==> src/rtl/dma_desc_chain_fetch.sv <==
// Descriptor-chain fetch engine: walks a linked list of descriptors over an
// AXI4-Lite read master and queues complete descriptors in a prefetch FIFO.
module dma_desc_chain_fetch #(
  parameter int unsigned ADDR_W     = 32,
  parameter int unsigned DATA_W     = 32,
  parameter int unsigned DESC_WORDS = 3,
  parameter int unsigned FIFO_DEPTH = 4,
  parameter int unsigned MAX_DESC   = 256
) (
  input  logic                         aclk,
  input  logic                         aresetn,
  input  logic                         start,
  input  logic [ADDR_W-1:0]            top_ptr,
  input  logic [ADDR_W-1:0]            bot_ptr,
  input  logic                         abort,
  output logic                         busy,
  output logic                         done,
  output logic                         error,
  output logic [1:0]                   err_code,
  output logic [15:0]                  desc_count,
  output logic [ADDR_W-1:0]            m_araddr,
  output logic [2:0]                   m_arprot,
  output logic                         m_arvalid,
  input  logic                         m_arready,
  input  logic [DATA_W-1:0]            m_rdata,
  input  logic [1:0]                   m_rresp,
  input  logic                         m_rvalid,
  output logic                         m_rready,
  output logic                         desc_valid,
  input  logic                         desc_ready,
  output logic [DESC_WORDS*DATA_W-1:0] desc_data,
  output logic                         desc_last
);

  localparam int unsigned DESC_W = DESC_WORDS * DATA_W;
  localparam int unsigned WIDX_W = $clog2(DESC_WORDS);
  localparam int unsigned PTR_W  = $clog2(FIFO_DEPTH);
  localparam int unsigned CNT_W  = PTR_W + 1;
  localparam int unsigned ENT_W  = DESC_W + 1;

  typedef enum logic [2:0] {
    S_IDLE, S_AR, S_R, S_PUSH, S_DRAIN, S_FLUSH
  } state_e;

  state_e              state_q, state_d;
  logic [ADDR_W-1:0]   ptr_q, ptr_d, bot_q, bot_d;
  logic [WIDX_W-1:0]   widx_q, widx_d;
  logic [DESC_W-1:0]   words_q, words_d;
  logic [15:0]         desc_count_q, desc_count_d;
  logic [1:0]          err_code_q, err_code_d;
  logic                abort_pend_q, abort_pend_d;
  logic                busy_q, busy_d, done_q, done_d, error_q, error_d;
  logic                m_arvalid_q, m_arvalid_d, m_rready_q, m_rready_d;
  logic [ADDR_W-1:0]   m_araddr_q, m_araddr_d;
  logic [PTR_W-1:0]    wr_ptr_q, wr_ptr_d, rd_ptr_q, rd_ptr_d;
  logic [CNT_W-1:0]    fifo_cnt_q, fifo_cnt_d;
  logic                desc_valid_q, desc_valid_d;
  logic [ENT_W-1:0]    mem_q [FIFO_DEPTH];

  logic                fifo_push, fifo_flush, fifo_pop_c, fifo_full_c;
  logic                last_c, max_hit_c, bot_hit_c, ctrl_last_c, drained_c;
  logic [ADDR_W-1:0]   next_ptr_c;

  // Descriptor field decode and FIFO status
  assign next_ptr_c  = words_q[ADDR_W-1:0];
  assign ctrl_last_c = words_q[2*DATA_W];
  assign bot_hit_c   = (ptr_q == bot_q);
  assign max_hit_c   = ((desc_count_q + 16'd1) == 16'(MAX_DESC));
  assign last_c      = ctrl_last_c | bot_hit_c | max_hit_c;
  assign fifo_full_c = (fifo_cnt_q == CNT_W'(FIFO_DEPTH));
  assign fifo_pop_c  = desc_valid_q & desc_ready;
  assign drained_c   = (fifo_cnt_q == '0) || ((fifo_cnt_q == CNT_W'(1)) && fifo_pop_c);

  // Next-state, datapath and registered-output computation
  always_comb begin
    state_d      = state_q;
    ptr_d        = ptr_q;
    bot_d        = bot_q;
    widx_d       = widx_q;
    words_d      = words_q;
    desc_count_d = desc_count_q;
    err_code_d   = err_code_q;
    abort_pend_d = abort_pend_q;
    done_d       = 1'b0;
    error_d      = 1'b0;
    fifo_push    = 1'b0;
    fifo_flush   = 1'b0;

    if (state_q != S_IDLE && abort) abort_pend_d = 1'b1;

    case (state_q)
      S_IDLE: begin
        if (start) begin
          ptr_d        = top_ptr;
          bot_d        = bot_ptr;
          widx_d       = '0;
          desc_count_d = '0;
          err_code_d   = 2'd0;
          abort_pend_d = 1'b0;
          state_d      = S_AR;
        end
      end
      S_AR: begin
        if (m_arvalid_q && m_arready) state_d = S_R;
      end
      S_R: begin
        if (m_rready_q && m_rvalid) begin
          if (abort_pend_q || abort) begin
            state_d = S_FLUSH;
          end else if (m_rresp != 2'b00) begin
            error_d    = 1'b1;
            err_code_d = 2'd1;
            state_d    = S_FLUSH;
          end else begin
            for (int unsigned i = 0; i < DESC_WORDS; i++) begin
              if (widx_q == WIDX_W'(i)) words_d[i*DATA_W +: DATA_W] = m_rdata;
            end
            if (widx_q == WIDX_W'(DESC_WORDS - 1)) begin
              state_d = S_PUSH;
            end else begin
              widx_d  = widx_q + WIDX_W'(1);
              state_d = S_AR;
            end
          end
        end
      end
      S_PUSH: begin
        if (abort_pend_q) begin
          state_d = S_FLUSH;
        end else if (!fifo_full_c) begin
          fifo_push    = 1'b1;
          desc_count_d = desc_count_q + 16'd1;
          if (last_c) begin
            // Runaway guard: the descriptor is still delivered, but flagged.
            if (max_hit_c && !ctrl_last_c && !bot_hit_c) begin
              error_d    = 1'b1;
              err_code_d = 2'd3;
            end
            state_d = S_DRAIN;
          end else if (next_ptr_c[1:0] != 2'b00) begin
            error_d    = 1'b1;
            err_code_d = 2'd2;
            state_d    = S_FLUSH;
          end else begin
            ptr_d   = next_ptr_c;
            widx_d  = '0;
            state_d = S_AR;
          end
        end
      end
      S_DRAIN: begin
        if (abort_pend_q) begin
          state_d = S_FLUSH;
        end else if (drained_c) begin
          done_d  = 1'b1;
          state_d = S_IDLE;
        end
      end
      S_FLUSH: begin
        fifo_flush = 1'b1;
        state_d    = S_IDLE;
      end
      default: state_d = S_IDLE;
    endcase

    if (state_d == S_IDLE) abort_pend_d = 1'b0;

    // Outputs registered from next-state values so they line up with the state
    m_arvalid_d = (state_d == S_AR);
    m_araddr_d  = m_arvalid_d ? (ptr_d + (ADDR_W'(widx_d) << 2)) : m_araddr_q;
    m_rready_d  = (state_d == S_R);
    busy_d      = (state_d != S_IDLE);

    wr_ptr_d   = wr_ptr_q;
    rd_ptr_d   = rd_ptr_q;
    fifo_cnt_d = fifo_cnt_q;
    if (fifo_flush) begin
      wr_ptr_d   = '0;
      rd_ptr_d   = '0;
      fifo_cnt_d = '0;
    end else begin
      if (fifo_push)  wr_ptr_d = wr_ptr_q + PTR_W'(1);
      if (fifo_pop_c) rd_ptr_d = rd_ptr_q + PTR_W'(1);
      fifo_cnt_d = fifo_cnt_q + CNT_W'(fifo_push) - CNT_W'(fifo_pop_c);
    end
    desc_valid_d = (fifo_cnt_d != '0);
  end

  // Control and status registers with synchronous active-low reset
  always_ff @(posedge aclk) begin
    if (!aresetn) begin
      state_q      <= S_IDLE;
      ptr_q        <= '0;
      bot_q        <= '0;
      widx_q       <= '0;
      words_q      <= '0;
      desc_count_q <= '0;
      err_code_q   <= 2'd0;
      abort_pend_q <= 1'b0;
      busy_q       <= 1'b0;
      done_q       <= 1'b0;
      error_q      <= 1'b0;
      m_arvalid_q  <= 1'b0;
      m_araddr_q   <= '0;
      m_rready_q   <= 1'b0;
      wr_ptr_q     <= '0;
      rd_ptr_q     <= '0;
      fifo_cnt_q   <= '0;
      desc_valid_q <= 1'b0;
    end else begin
      state_q      <= state_d;
      ptr_q        <= ptr_d;
      bot_q        <= bot_d;
      widx_q       <= widx_d;
      words_q      <= words_d;
      desc_count_q <= desc_count_d;
      err_code_q   <= err_code_d;
      abort_pend_q <= abort_pend_d;
      busy_q       <= busy_d;
      done_q       <= done_d;
      error_q      <= error_d;
      m_arvalid_q  <= m_arvalid_d;
      m_araddr_q   <= m_araddr_d;
      m_rready_q   <= m_rready_d;
      wr_ptr_q     <= wr_ptr_d;
      rd_ptr_q     <= rd_ptr_d;
      fifo_cnt_q   <= fifo_cnt_d;
      desc_valid_q <= desc_valid_d;
    end
  end

  // Prefetch FIFO storage; entries carry the last flag above the words
  always_ff @(posedge aclk) begin
    if (fifo_push) mem_q[wr_ptr_q] <= {last_c, words_q};
  end

  assign busy       = busy_q;
  assign done       = done_q;
  assign error      = error_q;
  assign err_code   = err_code_q;
  assign desc_count = desc_count_q;
  assign m_araddr   = m_araddr_q;
  assign m_arprot   = 3'b000;
  assign m_arvalid  = m_arvalid_q;
  assign m_rready   = m_rready_q;
  assign desc_valid = desc_valid_q;
  assign desc_data  = mem_q[rd_ptr_q][DESC_W-1:0];
  assign desc_last  = mem_q[rd_ptr_q][DESC_W];

endmodule

==> config.mk <==
export PLATFORM = sky130hd
export DESIGN_NAME = dma_desc_chain_fetch
export DESIGN_NICKNAME = d
export VERILOG_FILES = /design/src/rtl/dma_desc_chain_fetch.sv
export SDC_FILE = /design/constraint.sdc
export NUM_CORES = 1
export LEC_CHECK = 0
export BUFFER_PORTS_ARGS = -buffer_cell sky130_fd_sc_hd__buf_2
export CORE_MARGIN = 2
export CORE_UTILIZATION = 55
export DETAILED_ROUTE_END_ITERATION = 12
export GPL_TIMING_DRIVEN = 1
export PLACE_DENSITY = 0.84
export SYNTH_ARGS = -nofsm -noshare
export SYNTH_HDL_FRONTEND = slang
export SYNTH_SLANG_ARGS = --single-unit
==> constraint.sdc <==
create_clock -name aclk -period 5.4 [get_ports aclk]
set_clock_uncertainty 0.2 [all_clocks]
set_input_delay 0.54 -clock aclk [delete_from_list [all_inputs] [get_ports aclk]]
set_output_delay 0.54 -clock aclk [all_outputs]
set_load 0.01 [all_outputs]
==> results.cfg <==
[run_status]
status = complete, no violations

[route]
vias_per_cell = 6.03
first_pass_iters = 8
drc = 0
num_vias = 16800
avgRoutedWirePerCell_um = 24.2
first_iter_violations = 1810
ant_nets = 0
totalWireLength_um = 67500

[pwr]
leakage_uw = 0.00986
clkPwrFrac = 0.410
switching_share = 0.237
power_per_cell_area_mw_per_mm2 = 362
p_switching_uw = 2490
comb_power_share = 0.098
intPower_uw = 8030
peakVddDrop_mv = 0.242
pwr-share-seq = 0.492
finalPower_uw = 10500

[timing]
slew_headroom = 0.200
worst_slew_pin_slew_ns = 1.20
drv_slew = 0
timing.hold.ws_ns = 0.0232
period_needed_ns = 5.00
setup_tns_ns = 0
setup_viol = 0
fmax_mhz = 200
rsz0062_at_grt = no
timing_hold_violations_final = 0
period_share = 0.925

[floorplan]
die_h_um = 215
core-area_mm2 = 0.0441
initial_core_util = 0.557
num_rows = 77
die_x_um = 215
pin_count = 261
die-area_mm2 = 0.0464

[worst_setup_path]
required_ns = 5.71
setup.worst_path.start_class = flop
cp.arrival_ns = 5.31
critPathKind = flop to flop
crit_path_end_kind = flop
rrSetupSlack_ns = 0.40
path_max_fanout = 8
timing.rr.start = desc_count[0]
cp-startpoint = desc_count[0]

[cts]
clk_latency_ns = 0.63
hold_buffers = 49
clkTransAtPathRegs_ns = 0.07
cts.sinks = 619
cts-root-buf = clkbuf_16
cts_tree = yes
post-cts-setup-buffers = 0
cts_resized = 0
numCtsBuffers = 58
cts_max_level = 2
clockBufferDepth = 3

[cells_and_area]
final_cell_mix = edfxtp_1 (388), nand2_1 (325), buf_2 (257)
nets = 2265
final_cells = 2788
final_cell_area_mm2 = 0.0291
area_growth_pct = 18.3
final_common_cell = edfxtp_1
drive_gt1_frac = 0.241

[placement]
placedInstanceArea_mm2 = 0.0265
dpl.hpwl_um = 44500
dpl.cell_count = 2628
portBuffers = 257
gp_congestion = 0.971

[yosys]
synth_flop_cell = edfxtp_1
synthSimpleGateAreaFrac = 0.111
synth.area.top_cells = edfxtp_1 (47%), dfxtp_1 (19%), mux4_2 (8.9%), nand2_1 (5.0%), a21oi_1 (3.7%)
synth-edff-count = 388
synth_top_family_by_area = simple AND/OR/NAND/NOR gates
syn_area_mm2 = 0.0246
synth_top_area_cell = edfxtp_1
yosysWarnings = 0
syn_inst = 1852
synth_area_per_cell_um2 = 13.3
yosys.cell_types.count = 73
synth-xor-area-share = 0.0200
synthAdderAreaFrac = 0.00825
synth_seq_area_share = 0.662
synthMuxAreaShare = 0.0938
synth-compound-area-share = 0.0828
ys_ff_latch = 619
async_flop_share = 0
synth_top_cell_area_share = 0.474

[global_route]
grt_max_degree = 69
grt_pass1_vias = 16500
grt_antenna_before_repair = 1
gr-total-overflow = 0
track_usage = 0.289
grt_pass1_wl_um = 101000

[run]
maxCapViolations = 0

[min_path]
hp-start = m_rdata[20]
hp-class = input port to flop
## synthesized netlist by cell type, drive strengths merged (5+ instances only)
cell type  number
edfxtp        388
nand2         326
dfxtp         231
a21oi         183
mux4           97
nor2           93
clkbuf         86
xnor2          50
o21ai          40
buf            28
nand4          28
nand3          25
nor3           20
inv            18
nor4           18
and2           17
and3           16
ha             13
a32o           12
mux2i          12
or3            12
a31oi           9
a211oi          8
a221oi          8
o31ai           8
or2             8
a21o            7
nor2b           6
o211ai          6
xor2            6
a221o           5
a22o            5
nand3b          5
o21a            5
o22ai           5
## through the flow
stage / util / setup slack (ns)
after global placement: 0.601 / 0.597
after detailed placement: 0.601 / 0.486
after global routing: 0.659 / 0.140
after CTS: 0.659 / 0.446
after floorplan: - / 0.483
final: 0.659 / 0.404
## layout make-up
cell class | count | area, µm²
flip-flops and latches | 619 | 16300
fillers | 3115 | 15100
multi-input cells | 1102 | 7830
repair buffers | 345 | 2090
clock buffers | 80 | 1670
well taps | 592 | 741
clock inverters | 30 | 374
inverters | 19 | 76.3
diodes | 1 | 2.50
## worst paths after layout
check | to | cells after the start
setup reg to reg | m_araddr[20] | 19
setup / recovery | m_araddr[20] | 19
hold reg to reg | m_araddr[21] | 2
hold / removal | words_q[20] | 3
## state kept, by name (all words and copies together) (netlist names), 3 cells and up, named ones only
signal      count
fifo_cnt_q      3
words_q        96
desc_count     16
bot_q          32
m_araddr       32
state_q         3
mem_q         388
ptr_q          32
## logic make-up (layout without fill, tap and decap cells)
| group | Yosys count | in the layout |
|---|---|---|
| XOR/XNOR | 56 | 56 |
| flip-flops | 619 | 619 |
| adder cells (fa/ha/maj) | 15 | 15 |
| buffers and inverters | 133 | 474 |
| multiplexers | 109 | 109 |
| AND/OR/NAND/NOR | 588 | 588 |
| other | 1 | 4 |
| AO/OA/AOI/OAI | 331 | 331 |
## power by group through the flow
stage	Clock, µW	Combinational, µW	Sequential [µW]
after floorplan	0	688	5210
after global placement	0	991	5280
after detailed placement	0	997	5280
after CTS	4360	1030	5180
after global routing	4540	1110	5190
final	4310	1040	5170
## per-layer routing
| layer | track usage | wire (µm) |
|---|---|---|
| met4 | 0.0986 | 2050 |
| met1 | 0.391 | 26400 |
| met2 | 0.480 | 33000 |
| met3 | 0.0495 | 6020 |
| met5 | 0 | 0 |
## critical path, stage by stage, from the launching register on
cell and delay, ns:
dfxtp_1 0.47, ha_1 0.32, nand3_4 0.16, or3_4 0.42
o21ai_2 0.20, nand4_4 0.17, o211a_1 0.28, nand2_1 0.15
nor2_1 0.05, o21ai_0 0.16, a21o_1 0.17, a22o_1 0.18
ha_1 0.22, fa_1 0.20, inv_1 0.08, nor4_2 0.28
buf_4 0.20, nand3_1 0.22, or4_1 0.48, a32o_1 0.25
No activity file was read; power rests on OpenSTA's default activity.
